File: src/rtl/uart_tx_fifo.sv
// uart_tx_fifo_buf: small byte FIFO with combinational head read and occupancy count.
// Latency: a pushed entry is visible at pop_dat one cycle after the push edge.
// Backpressure: none internally; the caller must not push when full or pop when empty.
module uart_tx_fifo_buf #(
    parameter int DEPTH = 4,
    parameter int W     = 8
) (
    input  logic                     clk,
    input  logic                     rst_n,
    input  logic                     push_vld,
    input  logic [W-1:0]             push_dat,
    input  logic                     pop_vld,
    output logic [W-1:0]             pop_dat,
    output logic [$clog2(DEPTH):0]   count
);
    localparam int AW = $clog2(DEPTH);
    localparam logic [AW-1:0] PTR_ONE = AW'(1);
    localparam logic [AW:0]   CNT_ONE = (AW+1)'(1);

    logic [W-1:0]  mem_q [DEPTH];
    logic [AW-1:0] wr_ptr_q, wr_ptr_d;
    logic [AW-1:0] rd_ptr_q, rd_ptr_d;
    logic [AW:0]   count_q, count_d;

    always_comb begin
        wr_ptr_d = wr_ptr_q;
        rd_ptr_d = rd_ptr_q;
        count_d  = count_q;
        if (push_vld) wr_ptr_d = wr_ptr_q + PTR_ONE;
        if (pop_vld)  rd_ptr_d = rd_ptr_q + PTR_ONE;
        case ({push_vld, pop_vld})
            2'b10:   count_d = count_q + CNT_ONE;
            2'b01:   count_d = count_q - CNT_ONE;
            default: count_d = count_q;
        endcase
    end

    always_ff @(posedge clk) begin
        if (!rst_n) begin
            wr_ptr_q <= '0;
            rd_ptr_q <= '0;
            count_q  <= '0;
        end else begin
            wr_ptr_q <= wr_ptr_d;
            rd_ptr_q <= rd_ptr_d;
            count_q  <= count_d;
        end
    end

    // Storage needs no reset: the pointers alone define which entries are live.
    always_ff @(posedge clk) begin
        if (rst_n && push_vld) mem_q[wr_ptr_q] <= push_dat;
    end

    assign pop_dat = mem_q[rd_ptr_q];
    assign count   = count_q;
endmodule

// uart_tx_fifo: buffered UART transmitter, 8N1 by default, 8E1 when UART_TX_PARITY_EN is defined.
// Latency: a byte accepted into an idle, empty block starts its start bit one cycle later.
// Backpressure: wr_ready falls when the FIFO is full or ena is low; a frame in flight always completes.
module uart_tx_fifo #(
    parameter int CLKS_PER_BIT = 434,
    parameter int FIFO_DEPTH   = 4
) (
    input  logic                          clk,
    input  logic                          rst_n,
    input  logic                          ena,
    input  logic [7:0]                    wr_data,
    input  logic                          wr_valid,
    output logic                          wr_ready,
    output logic                          tx,
    output logic                          busy,
    output logic [$clog2(FIFO_DEPTH):0]   fifo_count
);
    localparam int CW = $clog2(FIFO_DEPTH) + 1;
    localparam int BW = $clog2(CLKS_PER_BIT);
    localparam logic [CW-1:0] DEPTH_C   = CW'(FIFO_DEPTH);
    localparam logic [BW-1:0] BAUD_LAST = BW'(CLKS_PER_BIT - 1);
    localparam logic [BW-1:0] BAUD_ONE  = BW'(1);

    typedef enum logic [2:0] {
        S_IDLE,
        S_START,
        S_DATA,
`ifdef UART_TX_PARITY_EN
        S_PARITY,
`endif
        S_STOP
    } state_t;

    state_t        state_q, state_d;
    logic [BW-1:0] baud_q, baud_d;
    logic [2:0]    bit_idx_q, bit_idx_d;
    logic [7:0]    shift_q, shift_d;
    logic          tx_q, tx_d;
    logic          busy_q, busy_d;
`ifdef UART_TX_PARITY_EN
    logic          parity_q, parity_d;
`endif

    logic          push;
    logic          pop;
    logic          bit_end;
    logic          can_load;
    logic [7:0]    head_dat;
    logic [CW-1:0] count;

    assign wr_ready = ena && (count < DEPTH_C);
    assign push     = wr_valid && wr_ready;
    assign bit_end  = (baud_q == BAUD_LAST);
    assign can_load = ena && (count != '0);

    uart_tx_fifo_buf #(
        .DEPTH (FIFO_DEPTH),
        .W     (8)
    ) u_buf (
        .clk      (clk),
        .rst_n    (rst_n),
        .push_vld (push),
        .push_dat (wr_data),
        .pop_vld  (pop),
        .pop_dat  (head_dat),
        .count    (count)
    );

    always_comb begin
        state_d   = state_q;
        baud_d    = baud_q + BAUD_ONE;
        bit_idx_d = bit_idx_q;
        shift_d   = shift_q;
        pop       = 1'b0;
`ifdef UART_TX_PARITY_EN
        parity_d  = parity_q;
`endif
        case (state_q)
            S_IDLE: begin
                baud_d = '0;
                if (can_load) begin
                    pop     = 1'b1;
                    state_d = S_START;
                end
            end
            S_START: begin
                if (bit_end) begin
                    baud_d    = '0;
                    bit_idx_d = '0;
                    state_d   = S_DATA;
                end
            end
            S_DATA: begin
                if (bit_end) begin
                    baud_d    = '0;
                    shift_d   = {1'b0, shift_q[7:1]};
                    bit_idx_d = bit_idx_q + 3'd1;
                    if (bit_idx_q == 3'd7) begin
`ifdef UART_TX_PARITY_EN
                        state_d = S_PARITY;
`else
                        state_d = S_STOP;
`endif
                    end
                end
            end
`ifdef UART_TX_PARITY_EN
            S_PARITY: begin
                if (bit_end) begin
                    baud_d  = '0;
                    state_d = S_STOP;
                end
            end
`endif
            S_STOP: begin
                if (bit_end) begin
                    baud_d = '0;
                    // Chaining straight into START keeps back-to-back frames gap-free.
                    if (can_load) begin
                        pop     = 1'b1;
                        state_d = S_START;
                    end else begin
                        state_d = S_IDLE;
                    end
                end
            end
            default: begin
                baud_d  = '0;
                state_d = S_IDLE;
            end
        endcase
        if (pop) begin
            shift_d = head_dat;
`ifdef UART_TX_PARITY_EN
            parity_d = ^head_dat;
`endif
        end
    end

    // Line level is derived from the next state so tx and busy change on the same edge as the FSM.
    always_comb begin
        busy_d = (state_d != S_IDLE);
        case (state_d)
            S_START:  tx_d = 1'b0;
            S_DATA:   tx_d = shift_d[0];
`ifdef UART_TX_PARITY_EN
            S_PARITY: tx_d = parity_d;
`endif
            default:  tx_d = 1'b1;
        endcase
    end

    always_ff @(posedge clk) begin
        if (!rst_n) begin
            state_q   <= S_IDLE;
            baud_q    <= '0;
            bit_idx_q <= '0;
            shift_q   <= '0;
            tx_q      <= 1'b1;
            busy_q    <= 1'b0;
`ifdef UART_TX_PARITY_EN
            parity_q  <= 1'b0;
`endif
        end else begin
            state_q   <= state_d;
            baud_q    <= baud_d;
            bit_idx_q <= bit_idx_d;
            shift_q   <= shift_d;
            tx_q      <= tx_d;
            busy_q    <= busy_d;
`ifdef UART_TX_PARITY_EN
            parity_q  <= parity_d;
`endif
        end
    end

    assign tx         = tx_q;
    assign busy       = busy_q;
    assign fifo_count = count;
endmodule

File: config.mk
export PLATFORM = sky130hd
export DESIGN_NAME = uart_tx_fifo
export DESIGN_NICKNAME = d
export VERILOG_FILES = /design/src/rtl/uart_tx_fifo.sv
export SDC_FILE = /design/constraint.sdc
export NUM_CORES = 1
export LEC_CHECK = 0
export CAP_MARGIN = 10
export CELL_PAD_IN_SITES_DETAIL_PLACEMENT = 0
export CELL_PAD_IN_SITES_GLOBAL_PLACEMENT = 1
export CORE_MARGIN = 2
export CORE_UTILIZATION = 35
export DETAILED_ROUTE_END_ITERATION = 8
export GPL_TIMING_DRIVEN = 0
export MAX_ROUTING_LAYER = met4
export PLACE_DENSITY_LB_ADDON = 0.2
export SYNTH_ARGS = -nofsm -noshare
export SYNTH_HDL_FRONTEND = slang
export SYNTH_SLANG_ARGS = --single-unit
File: constraint.sdc
create_clock -name clk -period 3.2 [get_ports clk]
set_input_delay 0.96 -clock clk [delete_from_list [all_inputs] [get_ports clk]]
set_output_delay 0.96 -clock clk [all_outputs]
set_load 0.01 [all_outputs]
==> metrics.cfg, run 1 <==
[outcome]
outcome=complete, no violations

[cells_and_area]
layout_commonest_cell=dfxtp_1
drive_gt1_share_pct=12.2
antenna_cells=0
syn_to_final_growth_pct=18.1
final_cell_mix=dfxtp_1, edfxtp_1, nor2_1
final_nets=272
fillers=745

[synth]
yosys.area.top_type_share_pct=34.8
yosysWarnings=0
ys_top_cells_by_area=edfxtp_1, dfxtp_1, mux4_2
synth.net_count=244
ys_ff_latch=66
synthCells=222
avgSynthCellArea_um2=12.5
ys.flop_type=dfxtp_1
synthArstFlopShare_pct=0
synth-seq-area-share_pct=59.4
synth_largest_area_cell=edfxtp_1
netlist_area_um2=2770
synth_edf_count=32
synth_cell_type_count=39

[worst_setup_path]
path_class=in2out
crit_path_end_kind=output pin
critPathBufInv=2
startpoint_type=input port
cp_top_family=buffers and inverters
worstReg2RegStart=baud_q[0]
crit_cells=3
cp_max_fo=2
crit_start=ena
cpPeakStageDelay_ps=550
crit_top_cell=clkdlybuf4s50_1
cp.arrival_ps=2140
endpoint=wr_ready
path_cells=clkdlybuf4s50_1, nor2b_1, clkdlybuf4s50_1
rrSetupSlack_ps=370
reg2reg_to=u_buf.count[2]
reg2reg_depth=12
crit_slowest_cell=clkdlybuf4s50_1
critPathRequiredTime_ps=2240

[cts]
worst_skew_pair.late_latency_ps=350
clk_pin_slew_ps=80
cts_tree=built
cts.sinks=66
root_buffer=clkbuf_8
cts.path.max_buffers=2
post-cts-setup-buffer-count=0
cts_resized=0
cts_hold_buffers=0
cts_buffers=9
htree_levels=3

[min_path]
hold_path_class=reg2reg

[die]
fp.dieW_um=92.9
top_level_ports=18
die-height_um=92.9
placementRows=32
initial_core_util_pct=36.0
dieArea_um2=8630
core_area_um2=7690

[power]
leakagePower_uw=0.00117
total_power_uw=1770
p_per_area_nw_per_um2=543
p_int_uw=1350
ir_drop_mv=0.395
switching_power_uw=423
clockPowerShare_pct=39.9
p_seq_share_pct=52.4
power_frac_comb_pct=7.8
switching_share_pct=23.9

[placed_design]
place.gp.congestion=0.670
dp_hpwl_um=3300
dp_slack_ps=-51.9
io_buffers=17

[detailed_routing]
wire_per_inst_um=13.7
vias=1666
viasPerCell=4.67
first_iter_violations=29
drc=0
firstDrtPassIters=4
wl_um=4880
ant_nets=0

[global_routing]
grt_pass1_vias=1737
grt_pass1_wl_um=8350
grt_overflow=0
grt_max_degree=14
antenna_found_initial=0
grt_util_all_layers_pct=13.3

[sta]
fin_hold_ws_ps=480
finalHoldViolCount=0
final.setup_skew_ps=11.4
fin_setup_tns_ps=0
slew_violations=0
setup_viol_count_final=0
rsz0062_at_grt=false
fin_ws_ps=98.8
min_period_over_period_pct=96.9
period_minus_slack_ps=3100
clock.fmax_mhz=322

[job]
maxCapViolCount=0

## area by class of cell
class / instances / area [um2] / area share (%)
Buffer: 8 / 35.0 / 1.07
Multi-Input combinational cell: 137 / 1050 / 32.1
Timing Repair Buffer: 17 / 170 / 5.21
Sequential cell: 66 / 1640 / 50.3
Clock inverter: 7 / 77.6 / 2.38
Clock buffer: 9 / 124 / 3.79
Tap cell: 102 / 128 / 3.91
Inverter: 11 / 41.3 / 1.26
## cell families after synthesis
| kind of cell | count (synthesis) | synth area share, % |
|---|---|---|
| XOR/XNOR | 13 | 4.12 |
| multiplexers | 15 | 9.05 |
| adder cells (fa/ha/maj) | 10 | 4.80 |
| buffers and inverters | 19 | 2.76 |
| AO/OA/AOI/OAI | 25 | 5.75 |
| AND/OR/NAND/NOR | 73 | 14.0 |
| other | 1 | 0.136 |
| flip-flops | 66 | 59.4 |
## per-stage QoR
| step | util, % | cells | cell area (um2) |
|---|---|---|---|
| final | 42.5 | 357 | 3260 |
| after global routing | 42.5 | 357 | 3260 |
| after CTS | 42.5 | 357 | 3260 |
| after detailed placement | 39.8 | 341 | 3060 |
| after global placement | 39.8 | 341 | 3060 |
| after floorplan | - | 222 | 2770 |
## power groups by stage
stage	combinational, uW	clock [uW]	sequential, uW
2_1_floorplan	89.7	0	946
3_3_place_gp	141	0	947
3_5_place_dp	141	0	947
4_1_cts	141	730	928
5_1_grt	158	766	931
6_report	138	706	928
## state kept, by name (all words and copies together) (netlist names), named ones only
name,flops
u_buf.rd_ptr_q,2
state_q,3
u_buf.count,3
shift_q,8
busy,1
u_buf.wr_ptr_q,2
u_buf.mem_q,32
baud_q,9
tx,1
bit_idx_q,3
## worst register-to-register path, delay by kind of cell, from the launching register on
family | cells | cell delay [ps]
AO/OA/AOI/OAI | 2 | 450
XOR/XNOR | 1 | 150
adder cells (fa/ha/maj) | 3 | 740
buffers and inverters | 3 | 370
flip-flops | 1 | 410
AND/OR/NAND/NOR | 3 | 650
## how the worst min path moves through the flow
stage / startpoint / to / slack (ps) / depth (start not counted)
2_1_floorplan: baud_q[0] / baud_q[0] / 440 / 1
3_3_place_gp: bit_idx_q[1] / bit_idx_q[1] / 470 / 2
3_5_place_dp: bit_idx_q[2] / bit_idx_q[2] / 470 / 2
4_1_cts: bit_idx_q[2] / bit_idx_q[2] / 480 / 2
5_1_grt: bit_idx_q[2] / bit_idx_q[2] / 500 / 2
6_report: bit_idx_q[2] / bit_idx_q[2] / 480 / 2
## synth_stat cells (2+ instances only)
library cell	count
nor2_1	28
and2_1	2
nor2b_1	5
mux2i_1	7
ha_1	9
inv_1	10
and3_1	5
nand2b_1	3
dfxtp_1	34
nand4_1	3
xnor2_1	7
edfxtp_1	32
clkbuf_1	3
nor3_1	2
xor2_1	6
a211oi_1	8
o21ai_0	2
or3_1	3
buf_2	3
mux4_2	8
nand4bb_1	2
nand3_1	6
a21oi_1	9
nand2_1	8
a31oi_1	2
a21o_1	2
## metal layers
metal / routed length, um / up-vias / GRT usage [%] / part of all wire, %
met5: 0 / - / - / 0
met3: 160 / 8 / 4.48 / 3.3
met2: 2420 / 19 / 21.5 / 50
met1: 2230 / 789 / 15.0 / 46
li1: - / 850 / - / -
met4: 63 / 0 / 5.88 / 1.3
Note: power is estimated with default switching activity, not from simulation.
==> run 2: changes to the inputs <==
CORE_MARGIN = 10   (was 2)
DONT_BUFFER_PORTS = 1   (was unset)
==> metrics.cfg, run 2 (same netlist as run 1, synthesis figures left out) <==
[outcome]
outcome=complete, no violations  ; unchanged

[sta]
min_period_over_period_pct=87.3  ; was 96.9%
final.setup_skew_ps=12.6  ; was 11.4 ps
fin_setup_tns_ps=0  ; unchanged
finalHoldViolCount=0  ; unchanged
period_minus_slack_ps=2790  ; was 3100 ps
setup_viol_count_final=0  ; unchanged
rsz0062_at_grt=false  ; unchanged
fin_ws_ps=406  ; was 98.8 ps
clock.fmax_mhz=358  ; was 322 MHz
slew_violations=0  ; unchanged
fin_hold_ws_ps=482  ; was 480 ps

[detailed_routing]
ant_nets=0  ; unchanged
drt-met1-wl_um=2220  ; was 2230 um
wl_met3_um=252  ; was 160 um
viasPerCell=4.78  ; was 4.67
firstDrtPassIters=4  ; unchanged
drc=0  ; unchanged
highest_layer=met4  ; unchanged
wire_per_inst_um=14.5  ; was 13.7 um
wl_met2_um=2390  ; was 2420 um
wl_um=4930  ; was 4880 um
first_iter_violations=47  ; was 29
vias=1626  ; was 1666

[worst_setup_path]
crit_path_end_kind=flop  ; was output pin
critPathRequiredTime_ps=3460  ; was 2240 ps
path_cells=ha_1, nand4b_1, o31ai_1, nand4_1, buf_2, inv_1, ha_1, inv_1, fa_1, xor2_1, or3_1, a21oi_1  ; was clkdlybuf4s50_1, nor2b_1, clkdlybuf4s50_1
critPathBufInv=3  ; was 2
cp.arrival_ps=3050  ; was 2140 ps
reg2reg_depth=12  ; unchanged
cp_top_family=adder cells  ; was buffers and inverters
cp_max_fo=10  ; was 2
startpoint_type=flop  ; was input port
path_class=reg2reg  ; was in2out
crit_slowest_cell=dfxtp_1  ; was clkdlybuf4s50_1
crit_cells=12  ; was 3
cpPeakStageDelay_ps=400  ; was 550 ps

[min_path]
hold_path_class=reg2reg  ; unchanged
whs_path_depth=1  ; was 2

[cells_and_area]
syn_to_final_growth_pct=11.9  ; was 18.1%
fin_util_pct=40.3  ; was 42.5%
top_register=u_buf.mem_q  ; unchanged
final_cell_mix=dfxtp_1, edfxtp_1, nor2_1  ; unchanged
layout_commonest_cell=dfxtp_1  ; unchanged
drive_gt1_share_pct=13.0  ; was 12.2%
largest_reg_flops=32  ; unchanged
reg.largest.list=u_buf.mem_q x32, baud_q x9, shift_q x8  ; unchanged
antenna_cells=0  ; unchanged
final_nets=255  ; was 272
fillers=780  ; was 745

[power]
leakagePower_uw=0.00111  ; was 0.00117 uW
total_power_uw=1740  ; was 1770 uW
p_per_area_nw_per_um2=562  ; was 543 nW/um2
ir_drop_mv=0.371  ; was 0.395 mV

[die]
initial_core_util_pct=36.0  ; unchanged
placementRows=32  ; unchanged
die-height_um=109  ; was 92.9 um
dieArea_um2=11900  ; was 8630 um2
top_level_ports=18  ; unchanged
core_area_um2=7690  ; unchanged
fp.dieW_um=109  ; was 92.9 um

[placed_design]
io_buffers=0  ; was 17
dp_hpwl_um=3400  ; was 3300 um
dp_slack_ps=333  ; was -51.9 ps
place.gp.congestion=0.715  ; was 0.670

[cts]
root_buffer=clkbuf_8  ; unchanged
cts_resized=0  ; unchanged
cts.path.max_buffers=2  ; unchanged
htree_levels=3  ; unchanged
cts.sinks=66  ; unchanged
cts_hold_buffers=0  ; unchanged
worst_skew_pair.late_latency_ps=330  ; was 350 ps
cts_buffers=9  ; unchanged
post-cts-setup-buffer-count=0  ; unchanged
cts_tree=built  ; unchanged
clk_pin_slew_ps=70  ; was 80 ps

[job]
maxCapViolCount=0  ; unchanged

[global_routing]
grt_util_all_layers_pct=9.39  ; was 13.3%
antenna_found_initial=0  ; unchanged
grt_pass1_wl_um=8300  ; was 8350 um
grt_pass1_vias=1636  ; was 1737
grt_overflow=0  ; unchanged
grt_max_degree=14  ; unchanged

-- run 2: cell types whose count changed in the layout (fill, tap and decap cells not counted), sizes merged --
cell / before / now
inv: 12 / 11
clkinv: 4 / 6
clkdlybuf4s50: 17 / 0
clkinvlp: 1 / 0
-- run 2: worst paths after layout --
kind | from | endpoint | slack, ps
worst min-delay path | baud_q[0] | baud_q[0] | 480
worst max-delay path | baud_q[0] | u_buf.count[2] | 410
worst min register to register | baud_q[0] | baud_q[0] | 480
worst max register to register | baud_q[0] | u_buf.count[2] | 410
-- run 2: metal layers --
metal	track usage (%)	up-vias
li1	-	819
met1	10.5	780
met2	14.7	21
met3	4.07	6
met4	3.39	0
met5	-	-
-- run 2: where the power goes --
group | switching (uW) | internal (uW) | leakage (uW)
clock network | 335 | 366 | 0.000104
logic | 58.6 | 49.5 | 0.000437
registers | 19.4 | 912 | 0.000565
-- run 2: cell type report --
type / count / area [um2] / area share (%)
clock inverters: 7 / 78.8 / 2.55
inverters: 11 / 41.3 / 1.33
well taps: 102 / 128 / 4.12
clock buffers: 9 / 124 / 4.00
flip-flops and latches: 66 / 1640 / 53.0
plain buffers: 8 / 35.0 / 1.13
multi-input cells: 137 / 1050 / 33.8
-- run 2: metrics by stage --
stage / cells / cell area (um2)
after detailed placement: 324 / 2890
after global placement: 324 / 2890
after global routing: 340 / 3100
final: 340 / 3100
after floorplan: 222 / 2770
after CTS: 340 / 3100
==> RTL edit, RTL diff (flow settings as in run 1) <==
Make the reset (`rst_n`) asynchronous in 2 clocked blocks.
--- a/src/rtl/uart_tx_fifo.sv
+++ b/src/rtl/uart_tx_fifo.sv
@@ -37,3 +37,3 @@
 
-    always_ff @(posedge clk) begin
+    always_ff @(posedge clk or negedge rst_n) begin
         if (!rst_n) begin
@@ -210,3 +210,3 @@
 
-    always_ff @(posedge clk) begin
+    always_ff @(posedge clk or negedge rst_n) begin
         if (!rst_n) begin
Behaviour: differs if rst_n is asserted again (counterexample within 4 cycles, from zero or initial values and one cycle with rst_n low); with rst_n held inactive, the same outputs for 10 cycles.
==> RTL edit against run 1 <==
- non-clock buffer count fell by 2
- worst setup slack got worse by 0.021 ns
- sequential cell count fell by 2
- routed wire length fell by 5.7%
- critical path type unchanged
- cell area rose by 2.3%
- critical endpoint unchanged
- area after synthesis rose by 2.7%
Power is not compared: it rests on default switching activity, and its combinational part moved more than twofold at a synthesized area within 25%.
==> RTL edit: results (changes against run 1) <==
Distinct cells, synth 48 (+23%); overall power approximately 2.3 mW; sequential-to-total area share from yosys stat 0.621 (+0.0270); total track usage 0.122 (-0.0106); Avg Synthesized Cell Area 14.4 sq um (+16%); multiplexer share of the synthesized area 0.0705 (-0.0200); sequential power share 0.461; CTS root buf clkbuf_8; Worst R2R Start baud_q[1]; Hold Path Class flop to flop; syn nets 219 (-10%); # port buffers 17 (unchanged); pre-CTS WS -0.0597 ns (-0.00788 ns); Critical Path End wr_ready; post-synthesis xor/xnor area fraction 0.0370 (-0.00417); diode count 0 (unchanged); status finished clean; Min Clock Period, post-route 3.12 ns (+0.0207 ns); dpl cell area 3130 sq um (+2.3%); Placed Cells 316 (-7.3%); Synth Area in Adders 0.0467 (-0.00127); Post-synth top cells 32 x edfxtp_1, 31 x dfrtp_1, 14 x nor2_1, 12 x inv_1, 10 x and2_1; Main synth FF type edfxtp_1; largest cells by area after synthesis edfxtp_1 34%, dfrtp_1 27%, mux4_2 6.3%; number of synthesized flops with an enable pin 32 (unchanged); Bufs on Longest Clock Path 2 (unchanged); reg-to-reg setup timing slack 0.85 ns (+0.48 ns); TritonCTS Buffers 9 (unchanged); fraction of registers with async set/reset 0.500 (+0.500); layout cells sized above 1 0.174 (+0.0523); Setup Skew 0.0114 ns (-0.0000678 ns); Critical R2R Capture u_buf.count[2]; first-pass GRT wire length 7800 microns (-6.5%); routability cong. 0.686 (+2.4%); Worst Path Max Fanout 3 (+1); Arr. time, crit path 2.16 ns (+0.02 ns); fillers 736 (-1.2%); post-synthesis compound-gate area fraction 0.0749 (+0.0174); setup bufs post-CTS 0 (unchanged); largest net degree at the start of global routing 37 (+23); # nets final 247 (-9.2%); Vias per Instance 4.83 (+3.5%); WL/cell 13.9 microns (+1.4%); DP Wirelength 3020 microns (-8.4%); Starting DRT DRC Count 35 (+21%); DR vias 1603 (-3.8%)
RTL edit: worst min-delay path by stage:
stage	from	endpoint	slack, ns	cells past startpoint
2_1_floorplan	baud_q[0]	baud_q[0]	0.45	1
3_3_place_gp	baud_q[0]	baud_q[0]	0.48	1
4_1_cts	baud_q[0]	baud_q[0]	0.50	1
6_report	baud_q[0]	baud_q[0]	0.49	1
3_5_place_dp	baud_q[0]	baud_q[0]	0.49	1
5_1_grt	baud_q[0]	baud_q[0]	0.51	1
RTL edit: layer usage:
metal | track usage | vias to the layer above | wire length [microns]
met5 | - | - | 0
met4 | 0.0399 | 0 | 64
met3 | 0.0554 | 6 | 190
met2 | 0.182 | 22 | 2090
met1 | 0.149 | 799 | 2260
li1 | - | 776 | -
RTL edit: cells by family (layout without fill, tap and decap cells):
group / Yosys count / in the layout
DFF: 64 / 64
and+or+nand+nor: 54 / 54
AOI/OAI and AO/OA: 26 / 26
buffers and inverters: 20 / 53
xor gates and xnor gates: 12 / 12
adders and majority gates: 10 / 10
muxes: 10 / 10
other: 1 / 1
RTL edit: what timing repair did:
action / in CTS / in global routing
setup endpoints to repair: 0 / 1
gates resized for setup: 0 / 1
endpoints found under the hold margin: 0 / 0
RTL edit: worst max-delay path, stage by stage:
cell,delay [ns]
clkdlybuf4s50_1,0.49
nor2b_2,0.17
clkdlybuf4s50_1,0.54
RTL edit: cell type report:
cell class	instances	area, sq um	share of cell area
Sequential cell	64	1760	0.528
Multi-Input combinational cell	113	993	0.298
Timing Repair Buffer	17	165	0.0495
Tap cell	102	128	0.0382
Clock buffer	9	124	0.0371
Clock inverter	7	78.8	0.0236
Inverter	14	57.6	0.0172
Buffer	6	28.8	0.00862
